[config.mk]
export PLATFORM = sky130hd
export DESIGN_NAME = pipelined_adder_seg
export DESIGN_NICKNAME = d
export VERILOG_FILES = /design/src/rtl/pipelined_adder_seg_pkg.sv /design/src/rtl/full_adder.sv /design/src/rtl/ripple_seg.sv /design/src/rtl/pipelined_adder_seg.sv
export SDC_FILE = /design/constraint.sdc
export NUM_CORES = 1
export LEC_CHECK = 0
export BUFFER_PORTS_ARGS = -buffer_cell sky130_fd_sc_hd__buf_2
export CORE_MARGIN = 2
export CORE_UTILIZATION = 45
export CTS_CLUSTER_SIZE = 16
export DETAILED_ROUTE_END_ITERATION = 16
export PLACE_DENSITY = 0.7
export SYNTH_ARGS = -nofsm -noshare
export SYNTH_HDL_FRONTEND = slang
export SYNTH_SLANG_ARGS = --single-unit
[constraint.sdc]
create_clock -name clk -period 3.6 [get_ports clk]
set_input_delay 0.18 -clock clk [delete_from_list [all_inputs] [get_ports clk]]
set_output_delay 0.18 -clock clk [all_outputs]
set_load 0.02 [all_outputs]
[src/rtl/pipelined_adder_seg_pkg.sv]
// rtl/pipelined_adder_seg_pkg.sv - shared sizing, legality check and stage-register layout
package pipelined_adder_seg_pkg;

  // Flag bits sit above the three WIDTH-wide fields (sum | A | B').
  localparam int F_CARRY_OFS = 0;
  localparam int F_SUB_OFS   = 1;
  localparam int F_CMSB_OFS  = 2;
  localparam int F_VALID_OFS = 3;
  localparam int N_FLAGS     = 4;

  function automatic int calc_stages(input int width, input int seg);
    return width / seg;
  endfunction

  function automatic bit seg_legal(input int width, input int seg);
    return (seg > 0) && (width >= seg) && ((width % seg) == 0);
  endfunction

  function automatic int reg_width(input int width);
    return 3 * width + N_FLAGS;
  endfunction

endpackage

[src/rtl/full_adder.sv]
// rtl/full_adder.sv - single-bit full adder cell
module full_adder (
  input  logic a_i,
  input  logic b_i,
  input  logic cin_i,
  output logic s_o,
  output logic cout_o
);

  assign s_o    = a_i ^ b_i ^ cin_i;
  assign cout_o = (a_i & b_i) | (cin_i & (a_i ^ b_i));

endmodule

[src/rtl/ripple_seg.sv]
// rtl/ripple_seg.sv - SEG-bit ripple-carry chain of full_adder cells
module ripple_seg #(
  parameter int SEG = 8
) (
  input  logic [SEG-1:0] a_i,
  input  logic [SEG-1:0] b_i,
  input  logic           cin_i,
  output logic [SEG-1:0] s_o,
  output logic           cout_o,
  output logic           c_msb_in_o
);

  logic [SEG:0] carry;

  assign carry[0] = cin_i;

  for (genvar i = 0; i < SEG; i++) begin : g_bit
    full_adder u_fa (
      .a_i    (a_i[i]),
      .b_i    (b_i[i]),
      .cin_i  (carry[i]),
      .s_o    (s_o[i]),
      .cout_o (carry[i+1])
    );
  end

  assign cout_o     = carry[SEG];
  // Carry into the top bit of the segment; only the last stage's value feeds overflow.
  assign c_msb_in_o = carry[SEG-1];

endmodule

[src/rtl/pipelined_adder_seg.sv]
// rtl/pipelined_adder_seg.sv - segment-pipelined adder/subtractor with valid/ready on both sides
module pipelined_adder_seg
  import pipelined_adder_seg_pkg::*;
#(
  parameter int WIDTH = 32,
  parameter int SEG   = 8
) (
  input  logic             clk,
  input  logic             rst_n,
  input  logic             in_valid,
  output logic             in_ready,
  input  logic [WIDTH-1:0] in_a,
  input  logic [WIDTH-1:0] in_b,
  input  logic             in_cin,
  input  logic             in_sub,
  output logic             out_valid,
  input  logic             out_ready,
  output logic [WIDTH-1:0] out_sum,
  output logic             out_cout,
  output logic             out_ovf
);

  localparam int STAGES  = calc_stages(WIDTH, SEG);
  localparam int RW      = reg_width(WIDTH);
  localparam int LAST    = STAGES - 1;
  localparam int SUM_LSB = 0;
  localparam int A_LSB   = WIDTH;
  localparam int B_LSB   = 2 * WIDTH;
  localparam int CARRY_B = 3 * WIDTH + F_CARRY_OFS;
  localparam int SUB_B   = 3 * WIDTH + F_SUB_OFS;
  localparam int CMSB_B  = 3 * WIDTH + F_CMSB_OFS;
  localparam int VALID_B = 3 * WIDTH + F_VALID_OFS;

  if (!seg_legal(WIDTH, SEG)) begin : g_bad_cfg
    $error("pipelined_adder_seg: WIDTH must be a non-zero multiple of SEG");
  end

  logic [STAGES-1:0][RW-1:0] stage_q;
  logic [STAGES-1:0][RW-1:0] stage_d;
  logic [RW-1:0]             issue_word;
  logic                      adv;
  logic                      unused_last;

  assign out_valid = stage_q[LAST][VALID_B];
  assign adv       = !out_valid || out_ready;
  assign in_ready  = adv;

  // Bubbles enter as an all-zero word so idle stages carry no stale operands.
  always_comb begin
    issue_word = '0;
    if (in_valid) begin
      issue_word[A_LSB +: WIDTH] = in_a;
      issue_word[B_LSB +: WIDTH] = in_sub ? ~in_b : in_b;
      issue_word[CARRY_B]        = in_sub | in_cin;
      issue_word[SUB_B]          = in_sub;
      issue_word[VALID_B]        = 1'b1;
    end
  end

  for (genvar k = 0; k < STAGES; k++) begin : g_stage
    logic [RW-1:0]  src;
    logic [RW-1:0]  nxt;
    logic [SEG-1:0] seg_sum;
    logic           seg_cout;
    logic           seg_cmsb;

    if (k == 0) begin : g_first
      assign src = issue_word;
    end else begin : g_next
      assign src = stage_q[k-1];
    end

    ripple_seg #(.SEG(SEG)) u_seg (
      .a_i        (src[A_LSB + k*SEG +: SEG]),
      .b_i        (src[B_LSB + k*SEG +: SEG]),
      .cin_i      (src[CARRY_B]),
      .s_o        (seg_sum),
      .cout_o     (seg_cout),
      .c_msb_in_o (seg_cmsb)
    );

    always_comb begin
      nxt                           = src;
      nxt[SUM_LSB + k*SEG +: SEG]   = seg_sum;
      nxt[CARRY_B]                  = seg_cout;
      nxt[CMSB_B]                   = seg_cmsb;
    end

    assign stage_d[k] = nxt;
  end

  // A single advance enable freezes every stage together, bubbles included.
  always_ff @(posedge clk or negedge rst_n) begin
    if (!rst_n) begin
      stage_q <= '0;
    end else if (adv) begin
      stage_q <= stage_d;
    end
  end

  assign out_sum  = stage_q[LAST][SUM_LSB +: WIDTH];
  assign out_cout = stage_q[LAST][CARRY_B];
  assign out_ovf  = stage_q[LAST][CMSB_B] ^ stage_q[LAST][CARRY_B];

  assign unused_last = ^{stage_q[LAST][A_LSB +: 2*WIDTH], stage_q[LAST][SUB_B]};

endmodule

==> flow_summary.ini <==
[sta]
setup_violations = 0
period_minus_slack_ns = 3.58
finalHoldViolations = 0
clock_skew_ns = 0.00976
timing.final.crit_share_pct = 99.4
hold_ws_ns = 0.00909
max_slew_margin_pct = 36.4
tightestPinTransition_ns = 0.954
maxSlewViolCount = 0
rsz0062_at_grt = yes
clock.fmax_ghz = 0.279

[clock_network]
root_buffer = clkbuf_16
numCtsBuffers = 17
cts_buffer_depth = 2
cts_sinks = 185
clkTransAtPathRegs_ns = 0.07
clk_latency_ns = 0.43
cts_tree = yes
htree_levels = 4

[pwr]
powerDensity_nw_per_um2 = 785
total_power_mw = 7.67
vdd_drop_max_uv = 472
leakage_nw = 4.46

[setup_path]
crit_top_cell = fa_2
crit_path_end_kind = flip-flop
critPathLaunchType = flip-flop
critical_path_class = flip-flop to flip-flop
cp_max_fo = 2
cp_data_required_time_ns = 3.91
crit_path_top_delay_cell = fa_1
critical_path.top_delay_family = adder cells
crit_path_cell_trace = inv_2 -> fa_2 -> inv_2 -> fa_2 -> fa_2 -> fa_2 -> fa_2 -> fa_2 -> inv_2 -> fa_2 -> inv_2 -> fa_1 -> mux2_4
arrival_ns = 3.89
slowest_delay_ns = 0.42
worst-path-buf-inv = 4

[route]
vias_per_cell = 5.19
vias = 4936
dr.pass1.iters = 6
routedWlPerCell_um = 17.4
drtIter0Drc = 235
drcViolationCount = 0
ant_nets = 0
drt_wl_total_um = 16600

[logic_synthesis]
yosys_warnings = 0
netlist_area_um2 = 8540
ys_ff_latch = 185
syn_inst = 630
syn_nets = 732
avgSynthCellArea_um2 = 13.6
yosys.cell_types.count = 23
seq_area_frac_synth_pct = 54.2

[cells_and_area]
layout_commonest_cell = dfrtp_1
final_cell_mix = 184 x dfrtp_1, 117 x mux2_2, 104 x buf_2, 46 x nand3b_1, 30 x xnor2_1
fillCellCount = 1583
antenna-diode-count = 0
layout-drive-gt1-share_pct = 44.4
nets = 806
area_delta_synth_final_pct = 14.3

[floorplanning]
die_x_um = 142
core_um2 = 18600
initial_core_util_pct = 45.8
rows = 50
die_h_um = 142
die_area_um2 = 20100
io_pins = 106

[placed_design]
place_hpwl_um = 10600
portBuffers = 105
gp_congestion = 0.751

[global_routing]
grt_pass1_wl_um = 27500
grt.total_usage_pct = 17.5
antenna_found_initial = 0
grt_pass1_vias = 5470
grt.overflow.total = 0
grt_max_degree = 91

[flow_run]
max-cap-violations = 0

[hold_path]
hold_path.class = input pin to flip-flop

[status]
outcome = completed
## path summary, 6_finish.rpt
| path | from | cells after the start | end | slack [ns] |
|---|---|---|---|---|
| max | g_stage[3].src[96] | 13 | out_sum[31] | 0.02 |
| min | in_a[30] | 3 | g_stage[1].src[62] | 0.009 |
| max reg2reg | g_stage[3].src[96] | 13 | out_sum[31] | 0.02 |
| min reg2reg | g_stage[3].src[99] | 1 | out_valid | 0.48 |
| max in group asynchronous | rst_n | 3 | g_stage[3].src[58] | 2.18 |
| min in group asynchronous | rst_n | 2 | out_sum[5] | 0.38 |
## layer usage
layer  routed length, µm  track usage, %  share of wire [%]
met1                7750            23.6                 47
met2                8070            28.8                 49
met3                 574            3.68                3.5
met4                 199            5.11                1.2
met5                   0               0                  0
## cells in the mapped netlist (all sizes together)
cell | count | area (µm²)
a21oi | 7 | 35.0
and2 | 7 | 43.8
buf | 55 | 405
clkbuf | 19 | 71.3
dfrtp | 185 | 4630
fa | 32 | 641
inv | 25 | 96.4
mux2 | 126 | 1450
mux2i | 5 | 50.1
nand2 | 26 | 97.6
nand2b | 1 | 6.26
nand3b | 46 | 345
nor2 | 9 | 33.8
nor2b | 1 | 8.76
nor3b | 7 | 52.6
o21ai | 22 | 110
o31ai | 24 | 180
xnor2 | 31 | 272
xor2 | 2 | 17.5
## final cells by class
| type | count | area [µm²] | area share [%] |
|---|---|---|---|
| Sequential cell | 185 | 4630 | 47.4 |
| Multi-Input combinational cell | 346 | 3420 | 35.0 |
| Timing Repair Buffer | 129 | 759 | 7.78 |
| Clock buffer | 18 | 429 | 4.39 |
| Tap cell | 234 | 293 | 3.00 |
| Clock inverter | 14 | 134 | 1.37 |
| Inverter | 25 | 98.8 | 1.01 |
## worst register-to-register path, stage by stage, from the launching register on
cell and delay (ns):
dfrtp_1 0.37, inv_2 0.07, fa_2 0.20, inv_2 0.04, fa_2 0.36, fa_2 0.35, fa_2 0.37, fa_2 0.36
fa_2 0.35, inv_2 0.07, fa_2 0.19, inv_2 0.04, fa_1 0.43, mux2_4 0.26
## kinds of logic (layout without fill, tap and decap cells)
group                      after synthesis  after routing  share of synthesized area, %
AOI/OAI and AO/OA                       53             53                          3.81
xor gates and xnor gates                33             33                          3.38
adders and majority gates               32             32                          7.50
buffers and inverters                   99            186                          6.71
DFF                                    185            185                          54.2
muxes                                  131            131                          17.5
and+or+nand+nor                         97             97                          6.88
## through the flow
step / util [%] / setup slack [ns] / TNS, ns / instances / instance area [µm²]
2_1_floorplan: - / -0.0306 / -0.0306 / 630 / 8630
3_3_place_gp: 48.6 / -0.0706 / -0.123 / 908 / 9060
3_5_place_dp: 48.6 / -0.156 / -0.510 / 908 / 9060
4_1_cts: 52.3 / -0.0398 / -0.0398 / 951 / 9760
5_1_grt: 52.4 / -0.0597 / -0.0990 / 951 / 9770
6_report: 52.4 / 0.0204 / 0 / 951 / 9770
## power by group
part | internal [mW] | switching (mW)
sequential | 2.90 | 0.471
combinational | 1.28 | 1.24
clock | 0.915 | 0.865
total | 5.10 | 2.57
## flip-flops by register name, summed over array words and instances, names as in the netlist
signal	count
stage_q	1
out_valid	1
out_cout	1
g_stage.src	150
out_sum	32
## what timing repair did
item	in CTS	in global routing
buffers inserted	2	0
endpoints found under the setup margin	4	4
gates resized for setup	18	7
endpoints found under the hold margin	96	0
pin swaps	9	4
hold buffers	9	0
Note: power is estimated with default switching activity, not from simulation.
